**config.mk**
```make
export PLATFORM = sky130hd
export DESIGN_NAME = data_memory_port
export DESIGN_NICKNAME = d
export VERILOG_FILES = /design/src/rtl/data_memory_port.sv
export SDC_FILE = /design/constraint.sdc
export NUM_CORES = 2
export LEC_CHECK = 0
export CORE_UTILIZATION = 60
export CTS_BUF_LIST = sky130_fd_sc_hd__clkbuf_4 sky130_fd_sc_hd__clkbuf_8
export CTS_CLUSTER_DIAMETER = 150
export DETAILED_ROUTE_END_ITERATION = 16
export GPL_ROUTABILITY_DRIVEN = 0
export PLACE_DENSITY = 0.78
export SYNTH_ARGS = -nofsm -noshare
export SYNTH_HDL_FRONTEND = slang
export SYNTH_SLANG_ARGS = --single-unit
```
**constraint.sdc**
```tcl
create_clock -name clk -period 4.65 [get_ports clk]
set_clock_uncertainty 0.1 [all_clocks]
set_input_delay 0.93 -clock clk [delete_from_list [all_inputs] [get_ports clk]]
set_output_delay 0.93 -clock clk [all_outputs]
set_load 0.05 [all_outputs]
```
**src/rtl/data_memory_port.sv**
```systemverilog
// Single-port data memory responder: single-word writes, 1-16 word read bursts,
// out-of-range addresses reported per word on a pulsed response channel.
module data_memory_port #(
  parameter int unsigned ADDR_WIDTH = 16,
  parameter int unsigned DATA_WIDTH = 16,
  parameter int unsigned MEM_AW     = 8
) (
  input  logic                  clk,
  input  logic                  rst_n,
  input  logic                  req_valid,
  input  logic                  req_write,
  input  logic [ADDR_WIDTH-1:0] req_addr,
  input  logic [DATA_WIDTH-1:0] req_wdata,
  input  logic [3:0]            req_len,
  output logic                  req_ready,
  output logic                  rsp_valid,
  output logic [DATA_WIDTH-1:0] rsp_rdata,
  output logic                  rsp_last,
  output logic                  rsp_err,
  output logic                  busy
);

  localparam int unsigned DEPTH = 1 << MEM_AW;

  typedef enum logic [1:0] {
    IDLE     = 2'd0,
    WR_RSP   = 2'd1,
    RD_ISSUE = 2'd2,
    RD_DRAIN = 2'd3
  } state_t;

  state_t                state, state_next;
  logic [DATA_WIDTH-1:0] mem [DEPTH];

  logic [ADDR_WIDTH-1:0] rd_addr;
  logic [3:0]            rd_cnt;

  // Read pipeline stage 1: array read data plus tags
  logic                  s1_valid, s1_err, s1_last;
  logic [DATA_WIDTH-1:0] s1_rdata;

  logic accept_c, req_in_range_c, rd_err_c, issue_c, issue_last_c, wr_en_c;

  // Next-state and per-cycle control
  always_comb begin
    state_next     = state;
    accept_c       = req_valid && req_ready;
    req_in_range_c = (req_addr >> MEM_AW) == '0;
    rd_err_c       = (rd_addr >> MEM_AW) != '0;
    issue_c        = 1'b0;
    issue_last_c   = rd_err_c || (rd_cnt == 4'd0);
    wr_en_c        = accept_c && req_write && req_in_range_c;
    case (state)
      IDLE: begin
        if (accept_c) state_next = req_write ? WR_RSP : RD_ISSUE;
      end
      WR_RSP: state_next = IDLE;
      RD_ISSUE: begin
        issue_c = 1'b1;
        if (issue_last_c) state_next = RD_DRAIN;
      end
      RD_DRAIN: begin
        // Output stage drains on the same edge that returns us to IDLE
        if (!s1_valid) state_next = IDLE;
      end
      default: state_next = IDLE;
    endcase
  end

  // State, burst counters, pipeline tags and registered outputs
  always_ff @(posedge clk or negedge rst_n) begin
    if (!rst_n) begin
      state     <= IDLE;
      rd_addr   <= '0;
      rd_cnt    <= '0;
      s1_valid  <= 1'b0;
      s1_err    <= 1'b0;
      s1_last   <= 1'b0;
      rsp_valid <= 1'b0;
      rsp_rdata <= '0;
      rsp_last  <= 1'b0;
      rsp_err   <= 1'b0;
      req_ready <= 1'b0;
      busy      <= 1'b0;
    end else begin
      state     <= state_next;
      req_ready <= (state_next == IDLE);
      busy      <= (state_next != IDLE);

      if (accept_c && !req_write) begin
        rd_addr <= req_addr;
        rd_cnt  <= req_len;
      end else if (issue_c) begin
        rd_addr <= ADDR_WIDTH'(rd_addr + ADDR_WIDTH'(1));
        rd_cnt  <= 4'(rd_cnt - 4'd1);
      end

      s1_valid <= issue_c;
      s1_err   <= issue_c && rd_err_c;
      s1_last  <= issue_c && issue_last_c;

      if (accept_c && req_write) begin
        rsp_valid <= 1'b1;
        rsp_last  <= 1'b1;
        rsp_err   <= !req_in_range_c;
        rsp_rdata <= '0;
      end else begin
        rsp_valid <= s1_valid;
        rsp_last  <= s1_valid && s1_last;
        rsp_err   <= s1_valid && s1_err;
        rsp_rdata <= (s1_valid && !s1_err) ? s1_rdata : '0;
      end
    end
  end

  // Storage array: not reset, contents survive rst_n
  always_ff @(posedge clk) begin
    if (wr_en_c) mem[req_addr[MEM_AW-1:0]] <= req_wdata;
    if (issue_c) s1_rdata <= mem[rd_addr[MEM_AW-1:0]];
  end

endmodule

```
# Word level (Yosys, flattened, before mapping)
# Memories as Yosys holds them, arrays and structs flattened. A register that Yosys moved wholly into a read port is not among the register bits.
# Cells that the tools add are included.
# totals
wordCells	55
out_inout_bits	21
in_bits	40
mem_count	1
ram_bits	4096
register_bits	46
# mem_list
memory	words	word_bits	read_ports	rd_ports_with_merged_regs	wr	line	source
mem	256	16	1	1	1	33	logic [DATA_WIDTH-1:0] mem [DEPTH];
# classes
reduce_logical	20
addsub	2
n_mux	17
eq_ne	3
# ops
cell	count
2-to-1 mux 16 bit	4
adder 16 x 1 -> 16 bit (second input constant)	1
zero test 16 bit	1
nonzero test 16 bit	1
logical AND 1 bit	9
2-to-1 mux 2 bit	4
2-to-1 mux 4 bit	2
one-hot mux 2 bit (4 select lines)	1
2-to-1 mux 1 bit	6
equality test 2 bit (second input constant)	2
zero test 2 bit	2
zero test 4 bit	1
nonzero test 2 bit	2
subtractor 4 x 1 -> 4 bit (second input constant)	1
zero test 1 bit	3
equality test 2 x 1 -> 1 bit (second input constant)	1
logical OR 1 bit	1

# Depth between registers and ports, before layout
# logic_depth
depth_word	5
ltp_mapped	13
depth_no_buf	8

# Worst setup path before layout
# No wires, ideal clock.
# synth_path
kind	input to register
startpoint	in req_addr[13]
endpoint	mem mem[54][0] (enable)
t_required_ns	4.162
cell_stages	6
path_slack_ns	1.252
path_buffers	1
t_arrival_ns	2.909
cell_sequence	nor4_1 > and3_1 > nor3b_1 > nand3_1 > clkbuf_1 > nor2_1
# synth_via
elab_chain_cells	4
# synth_lines
item	line	source
start: declaration	12	input logic [ADDR_WIDTH-1:0] req_addr,
zero test 16 bit	48	req_in_range_c = (req_addr >> MEM_AW) == '0;
logical AND 1 bit	52	wr_en_c = accept_c && req_write && req_in_range_c;
2-to-1 mux 1 bit	118	if (wr_en_c) mem[req_addr[MEM_AW-1:0]] <= req_wdata;
2-to-1 mux 1 bit (implied by the code)	118	
end: declaration	33	
# No other way between the ends.

==> flow_summary.ini <==
[sta]
slew_headroom = -0.184
clock.fmax_mhz = 210
worstMarginPinSlew_ns = 1.76
finalCriticalPeriod_ns = 4.77
hold_viol_final = 0
worst_slack_ns = -0.123
drv_slew = 3
tns_ns = -0.246
setup_viol = 3
finalCritPeriodShare = 1.03
rsz0062_at_grt = no

[yosys]
ys_seq_elements = 4158
synthCells = 7554
yosys_warnings = 0
synth.distinct_cells = 76
synth-main-ff-cell = edfxtp_1
ys_seq_area_frac = 0.775
syn_area_um2 = 161000
synth_area_leaders = edfxtp_1 (77%), mux4_2 (11%), mux2i_1 (2.9%), nor2_1 (0.83%), a22oi_1 (0.76%)
synth_edf_count = 4112
synth_largest_area_cell = edfxtp_1
synth_top_area_frac = 0.768
syn_nets = 7596
async_flop_share = 0.0111
syn_area_per_cell_um2 = 21.3

[route]
wl_met3_um = 75100
drtIter0Drc = 15679
drc = 0
dr.pass1.iters = 9
viasPerCell = 7.02
wire_per_inst_um = 37.0
drtAntennaViolNets = 0
finalWirelength_um = 465000
vias = 88323
top_layer = met5
wl_met1_um = 149000
wl_met2_um = 206000

[clock_network]
cts_buffer_depth = 4
clk_pin_slew_ns = 0.07
numCtsBuffers = 625
post_cts_buffers = 0
clkSinkCount = 4158
cts_tree = done
h-tree-depth = 6
clockRootBuffer = clkbuf_8
clk_latency_ns = 1.11

[setup_path]
crit_chain = buf_12 -> mux4_2 -> mux4_2 -> nand2_1 -> o31ai_1 -> nor4_2 -> o32ai_1
start_kind = register
cp_num_buf_inv = 1
critPathTopFamily = simple AND/OR/NAND/NOR gates
cpPeakStageDelay_ns = 1.11
worstPathArrival_ns = 5.45
slowest_stage = nor4_2
path_common_cell = mux4_2
critPathKind = register to register
end_kind = register
cp_max_fo = 50
required_ns = 5.33

[placement]
io_buffers = 60
post-place-ws_ns = 0.161
dpl.hpwl_um = 288000
dp_cells = 11441

[floorplan]
rows = 189
io_pins = 61
die_x_um = 520
initial_core_util = 0.605
core_area_um2 = 266000
die_h_um = 520
die_area_um2 = 270000

[grt]
gr-total-overflow = 0
groute.usage.overall = 0.344
grt_start_max_net_pins = 109
grt_pass1_wl_um = 645000
antenna_found_initial = 50
grt_pass1_vias = 85770

[finish]
drive_gt1_frac = 0.290
nFillCells = 15682
syn_to_final_growth_pct = 13.1
multi_input_area_um2 = 33300
layoutNonFillerInstCount = 12574
layout.area.seq_um2 = 125000
nets = 8578

[flow_run]
max_cap_violations = 1

[power_and_ir_drop]
total_power_mw = 105
vdd_drop_max_v = 0.000491
p_leak_nw = 59.4
power_density_nw_per_um2 = 577

[run_status]
failed_checks = capacitance limit, slew limit, setup timing
outcome = complete, but fails checks

[worst_hold_path]
min_path_type = primary input to register
final cells by class:
cell class / count / area share
Tap cell: 3533 / 0.0243
Clock buffer: 829 / 0.0559
Clock inverter: 263 / 0.00917
Inverter: 13 / 0.000323
Timing Repair Buffer: 802 / 0.0411
Antenna cell: 40 / 0.000551
Multi-Input combinational cell: 2936 / 0.183
Sequential cell: 4158 / 0.686
placed cells by master (no fill, tap or decap), types with 154 or more instances in the layout:
cell type  count
mux4_2       820
buf_4        640
mux2i_1      473
clkinv_1     154
a21oi_1      178
clkbuf_8     647
nor2_1       335
edfxtp_1    4112
clkbuf_4     198
a22oi_1      163
worst paths after layout:
kind	start	endpoint	slack (ns)	cells past startpoint
max	rd_addr[0]	s1_rdata[12]	-0.12	7
min	req_wdata[1]	mem[8][1]	0.31	1
max reg2reg	rd_addr[0]	s1_rdata[12]	-0.12	7
min reg2reg	s1_last	rsp_last	0.40	2
max in group asynchronous	rst_n	rd_addr[1]	3.24	3
min in group asynchronous	rst_n	busy	0.33	2
logic make-up after synthesis:
group,share of synthesized area
flip-flops,0.775
multiplexers,0.148
AO/OA/AOI/OAI,0.0364
AND/OR/NAND/NOR,0.0203
buffers and inverters,0.0189
XOR/XNOR,0.000981
adder cells (fa/ha/maj),0.000156
worst register-to-register path, delay by kind of cell (launching register included):
kind            cells  cell delay [ns]
compound gates      2             0.56
buf+inv             1             0.42
flops               1             0.91
mux                 2             1.20
simple gates        2             1.25
power breakdown:
group          internal, mW  switching (mW)
clock                  14.9            14.0
combinational          12.6            21.3
sequential             41.5           0.698
stage by stage:
| stage | utilization | area (um2) | hold WS, ns |
|---|---|---|---|
| 5_1_grt | 0.684 | 182000 | 0.272 |
| 3_3_place_gp | 0.639 | 170000 | 0.333 |
| 2_1_floorplan | - | 161000 | 0.326 |
| 3_5_place_dp | 0.639 | 170000 | 0.359 |
| 4_1_cts | 0.684 | 182000 | 0.225 |
| 6_report | 0.684 | 182000 | 0.311 |
synth_stat cells, types with 65 or more instances:
cell type	n
nor2_1	356
mux2i_1	473
o22ai_1	71
a22oi_1	163
nand2_1	153
o21ai_0	102
o221ai_1	65
buf_2	120
clkbuf_1	158
a21oi_1	178
mux4_2	820
buf_6	72
edfxtp_1	4112
routing by layer:
metal,track usage,vias to the layer above
li1,-,33796
met1,0.448,44319
met2,0.500,8423
met3,0.121,1755
met4,0.217,30
met5,0.00105,-
state kept, by name (all words and copies together) (netlist names):
| register | count |
|---|---|
| busy | 1 |
| rd_cnt | 4 |
| s1_last | 1 |
| state | 2 |
| rsp_err | 1 |
| rsp_rdata | 16 |
| req_ready | 1 |
| rsp_valid | 1 |
| s1_err | 1 |
| mem | 4096 |
| s1_rdata | 16 |
| rd_addr | 16 |
| s1_valid | 1 |
| rsp_last | 1 |
repair_timing:
action	in CTS	in global routing
resized for setup	0	0
endpoints found under the hold margin	24	0
hold buffers	1	0
Power figures use the tool's default switching activity.
